**config.mk**
```make
export PLATFORM = sky130hd
export DESIGN_NAME = cache_arbiter_ctrl
export DESIGN_NICKNAME = d
export VERILOG_FILES = /design/src/rtl/cache_arbiter_ctrl.sv
export SDC_FILE = /design/constraint.sdc
export NUM_CORES = 1
export LEC_CHECK = 0
export ABC_AREA = 1
export CORE_AREA = 3 3 120 122
export DETAILED_ROUTE_END_ITERATION = 12
export DIE_AREA = 0 0 123 125
export GPL_ROUTABILITY_DRIVEN = 0
export PLACE_DENSITY = 0.87
export SYNTH_ARGS = -nofsm -noshare
export SYNTH_HDL_FRONTEND = slang
export SYNTH_SLANG_ARGS = --single-unit
```
**constraint.sdc**
```tcl
create_clock -name clk -period 3.6 [get_ports clk]
set_input_delay 0.9 -clock clk [delete_from_list [all_inputs] [get_ports clk]]
set_output_delay 0.9 -clock clk [all_outputs]
set_load 0.02 [all_outputs]
```
**src/rtl/cache_arbiter_ctrl.sv**
```systemverilog
// Round-robin front end for a single-port cache: lookup, hit check, miss fill
// from backing memory, write-through, and hit/miss performance counters.
module cache_arbiter_ctrl #(
  parameter int AW = 16,
  parameter int DW = 16,
  parameter int CW = 16
) (
  input  logic          clk,
  input  logic          rst_n,
  input  logic          p0_req,
  input  logic          p1_req,
  input  logic          p0_we,
  input  logic          p1_we,
  input  logic [AW-1:0] p0_addr,
  input  logic [AW-1:0] p1_addr,
  input  logic [DW-1:0] p0_wdata,
  input  logic [DW-1:0] p1_wdata,
  output logic          p0_ack,
  output logic          p1_ack,
  output logic [DW-1:0] p0_rdata,
  output logic [DW-1:0] p1_rdata,
  output logic [AW-1:0] read1,
  output logic          r1e,
  output logic [AW-1:0] write1,
  output logic [DW-1:0] writedata,
  output logic          w1e,
  input  logic          readHit,
  input  logic [DW-1:0] readout1,
  output logic          m_req,
  output logic          m_we,
  output logic [AW-1:0] m_addr,
  output logic [DW-1:0] m_wdata,
  input  logic          m_ack,
  input  logic [DW-1:0] m_rdata,
  output logic [CW-1:0] hit_cnt,
  output logic [CW-1:0] miss_cnt
);

  typedef enum logic [2:0] {
    IDLE, LOOKUP, CHECK, MEM_RD, FILL, WR_CACHE, WR_MEM, RESP
  } state_t;

  state_t        state, next_state;
  logic          grant_q, last_q, we_q;
  logic          grant_d, take;
  logic [AW-1:0] addr_q;
  logic [DW-1:0] wdata_q, resp_q, rdata_d;
  logic          req_we;
  logic [AW-1:0] req_addr;
  logic [DW-1:0] req_wdata;

  // On a tie the port that was not served last wins; last_q resets to port 1.
  assign grant_d   = (p0_req && p1_req) ? ~last_q : p1_req;
  assign req_we    = grant_d ? p1_we    : p0_we;
  assign req_addr  = grant_d ? p1_addr  : p0_addr;
  assign req_wdata = grant_d ? p1_wdata : p0_wdata;

  // Hit data comes straight off the cache; fill data was captured at m_ack.
  assign rdata_d   = (state == CHECK) ? readout1 : resp_q;

  assign read1     = addr_q;
  assign write1    = addr_q;
  assign m_addr    = addr_q;
  assign m_wdata   = wdata_q;
  assign writedata = (state == FILL) ? resp_q : wdata_q;

  // NOTE: every signal written here gets a default first, so no path can infer a latch.
  always_comb begin
    next_state = state;
    take       = 1'b0;
    case (state)
      IDLE: begin
        if (p0_req || p1_req) begin
          take       = 1'b1;
          next_state = req_we ? WR_CACHE : LOOKUP;
        end
      end
      LOOKUP:   next_state = CHECK;
      CHECK:    next_state = readHit ? RESP : MEM_RD;
      MEM_RD:   if (m_ack) next_state = FILL;
      FILL:     next_state = RESP;
      WR_CACHE: next_state = WR_MEM;
      WR_MEM:   if (m_ack) next_state = RESP;
      RESP:     next_state = IDLE;
      default:  next_state = IDLE;
    endcase
  end

  // NOTE: sequential state uses non-blocking assignments so all registers update together.
  always_ff @(posedge clk or negedge rst_n) begin
    if (!rst_n) begin
      state    <= IDLE;
      grant_q  <= 1'b0;
      last_q   <= 1'b1;
      we_q     <= 1'b0;
      addr_q   <= '0;
      wdata_q  <= '0;
      resp_q   <= '0;
      r1e      <= 1'b0;
      w1e      <= 1'b0;
      m_req    <= 1'b0;
      m_we     <= 1'b0;
      p0_ack   <= 1'b0;
      p1_ack   <= 1'b0;
      p0_rdata <= '0;
      p1_rdata <= '0;
      hit_cnt  <= '0;
      miss_cnt <= '0;
    end else begin
      state <= next_state;
      if (take) begin
        grant_q <= grant_d;
        last_q  <= grant_d;
        we_q    <= req_we;
        addr_q  <= req_addr;
        wdata_q <= req_wdata;
      end
      if (state == CHECK) begin
        if (readHit) begin
          resp_q  <= readout1;
          hit_cnt <= hit_cnt + CW'(1);
        end else begin
          miss_cnt <= miss_cnt + CW'(1);
        end
      end
      if (state == MEM_RD && m_ack) resp_q <= m_rdata;

      // Strobes are registered from the state being entered.
      r1e    <= (next_state == LOOKUP);
      w1e    <= (next_state == FILL) || (next_state == WR_CACHE);
      m_req  <= (next_state == MEM_RD) || (next_state == WR_MEM);
      m_we   <= (next_state == WR_MEM);
      p0_ack <= (next_state == RESP) && !grant_q;
      p1_ack <= (next_state == RESP) &&  grant_q;
      if (next_state == RESP && !we_q) begin
        if (grant_q) p1_rdata <= rdata_d;
        else         p0_rdata <= rdata_d;
      end
    end
  end

endmodule

```
==> results of run 1 <==
-- metrics by stage --
| step | setup WS, ns | hold WS (ns) | cells | utilization [%] | power (W) |
|---|---|---|---|---|---|
| 3_3_place_gp | 0.633 | 0.465 | 1152 | 65.8 | 0.00654 |
| 5_1_grt | 0.115 | 0.480 | 1179 | 69.7 | 0.00860 |
| 3_5_place_dp | 0.555 | 0.471 | 1152 | 65.8 | 0.00662 |
| 6_report | 0.279 | 0.445 | 1179 | 69.7 | 0.00813 |
| 4_1_cts | 0.261 | 0.457 | 1179 | 69.7 | 0.00815 |
| 2_1_floorplan | 1.32 | 0.448 | 781 | - | 0.00483 |
-- state kept, by name (all words and copies together), names as in the netlist, 3 cells and up --
signal / cells
hit_cnt: 16
m_addr: 16
m_wdata: 16
miss_cnt: 16
p0_rdata: 16
p1_rdata: 16
resp_q: 16
state: 3
-- logic make-up after synthesis --
logic type | share of synthesized area [%]
buffers and inverters | 10.1
AND/OR/NAND/NOR | 25.3
flip-flops | 49.2
XOR/XNOR | 3.75
adder cells (fa/ha/maj) | 0.397
AO/OA/AOI/OAI | 11.2
-- synth_stat cells, types with 3 or more instances --
master,number,area (um^2)
nand2_1,224,841
clkbuf_1,26,97.6
nand3_1,14,70.1
inv_1,59,221
buf_2,9,45.0
nor2_1,66,248
buf_4,32,240
nand3_2,3,30.0
xnor2_1,8,70.1
nor3_1,7,35.0
nand4_1,40,250
dfrtp_1,123,3080
o21ai_1,9,45.0
xor2_1,19,166
o21ai_0,97,485
inv_2,7,26.3
o221ai_1,15,131
-- final cells by class --
cell class	instances	share of cell area, %
Clock inverter	2	0.135
Multi-Input combinational cell	522	27.7
Clock buffer	25	5.35
Timing Repair Buffer	262	28.2
Sequential cell	124	33.5
Inverter	68	2.76
Tap cell	176	2.38
-- routing by layer --
layer  up-vias  track usage [%]  part of all wire [%]
li1       2942                -                     -
met1      2994             32.6                    40
met2       335             42.6                    48
met3        45             7.41                   8.8
met4         0             8.66                   2.9
met5         -                0                     0
-- how the worst max path moves through the flow --
| stage | start | to | depth (start not counted) |
|---|---|---|---|
| floorplan | state[1] | writedata[0] | 4 |
| global placement | p1_req | p0_rdata[6] | 9 |
| detailed placement | p1_req | p1_rdata[1] | 9 |
| CTS | state[1] | writedata[1] | 5 |
| global route | state[1] | writedata[1] | 5 |
| finish | state[1] | writedata[2] | 5 |
-- critical path: stages, from the launching register on --
cell and delay [ns]:
dfrtp_1 0.44, nor2_2 0.19, nand2_1 0.17, buf_4 0.26
o21ai_0 0.27, clkdlybuf4s50_1 0.67
-- where the power goes --
part           internal (W)  switching, W
Combinational       0.00176       0.00241
Clock              0.000931      0.000576
Sequential          0.00194      0.000514
Total               0.00463       0.00350
==> summary.md, run 1 <==
| Metric | Value |
|---|---|
| Commonest non-fill, non-tap cells in the layout | `clkdlybuf4s50_1, nand2_1, dfrtp_1` |
| Vias in the first global route | `6135` |
| Max-slew headroom | `28.8%` |
| Setup TNS | `0 ns` |
| Sequential Area | `3100 um^2` |
| Setup violators final | `0` |
| FMAX | `0.301 GHz` |
| Final WL | `19900 um` |
| Fin crit period | `3.32 ns` |
| Htree depth | `4` |
| Starting density of the core | `47.4%` |
| R2R setup slack | `1.21 ns` |
| Worst r2r path cells | `4` |
| Mapped cell area | `6310 um^2` |
| Skew final | `0.00720 ns` |
| I/O pin cnt | `254` |
| Synth Flop Type | `dfrtp_1` |
| Die area | `15400 um^2` |
| Root buf cell | `clkbuf_16` |
| Worst Setup Start Kind | `flop` |
| Die Y | `125 um` |
| Final Hold Vio Count | `0` |
| Grt ovf | `0` |
| Leakage | `4.21 nW` |
| FILL cells | `1054` |
| Unrepaired setup endpoints after global routing | `no` |
| Max VDD drop | `459 uV` |
| Post-Place Cell Area | `8750 um^2` |
| Clock Tree Buf Depth | `2` |
| Post-synthesis async set-or-reset flop share | `100%` |
| Row cnt | `42` |
| Antenna diodes | `0` |
| Die X | `123 um` |
| CTS tree | `built` |
| Max-cap violations | `0` |
| Drt pass-1 iters | `5` |
| Post-Synthesis Net Count | `887` |
| Postcts setup bufs | `0` |
| GRT Total Usage | `25.8%` |
| Area of the multi-input gates | `2560 um^2` |
| Status | `finished clean` |
| HPWL Detailed | `14300 um` |
| Req. time, crit path | `2.70 ns` |
| RR Endpoint | `p0_rdata[4]` |
| # clock sinks | `124` |
| DR vias | `6316` |
| Worst-skew pair later-pin latency | `0.41 ns` |
| Reg-to-Reg Start | `grant_q` |
| ANT nets after route | `0` |
| Register area share after synthesis | `49.2%` |
| Setup CP Type | `reg2out` |
| EDFF count, synth | `0` |
| Register bit total from synthesis | `124` |
| Warnings, synthesis | `0` |
| Commonest non-fill, non-tap cell in the layout | `clkdlybuf4s50_1` |
| Final-report max-slew violation count | `0` |
| Syn avg cell area | `8.08 um^2` |
| IO Port Bufs | `253` |
| CTS Buf Count | `17` |
| Core Region | `13300 um^2` |
| Crit end category | `output pin` |
| Cells resized by post-CTS repair | `0` |
| Residual DRC count | `0` |
| Final period utilization | `92.3%` |
| Yosys cell types | `33` |
| Final instance area | `9260 um^2` |
| First-pass GRT wire length | `31400 um` |
| Worst-Margin Slew | `1.06 ns` |
| Detail-routed via count per cell | `5.36` |
| Mapped Cells | `781` |
| HP Class | `in2async` |
| CTS Hold Buffers Added | `0` |
| Peak fanout along the critical path | `26` |
| Power per cell area | `878 nW/um^2` |
| Initial antenna violation count | `0` |
| DRT iter0 DRCs | `746` |
| Area delta synth->final | `46.9%` |
| Arrival time at the worst endpoint | `2.42 ns` |
| Layout cell share with drive strength beyond 1 | `5.28%` |
| Largest net degree at the start of global routing | `88` |
| Clock slew at reported path FFs | `0.05 ns` |
| Final net count | `1101` |
| WL/cell | `16.9 um` |
(Power assumes the default switching activity.)
==> run 2, diff against run 1 <==
- GPL_ROUTABILITY_DRIVEN: 0 -> unset
==> results of run 2 <==
Same layout as run 1: the final DEF is identical, and so are final timing and power.
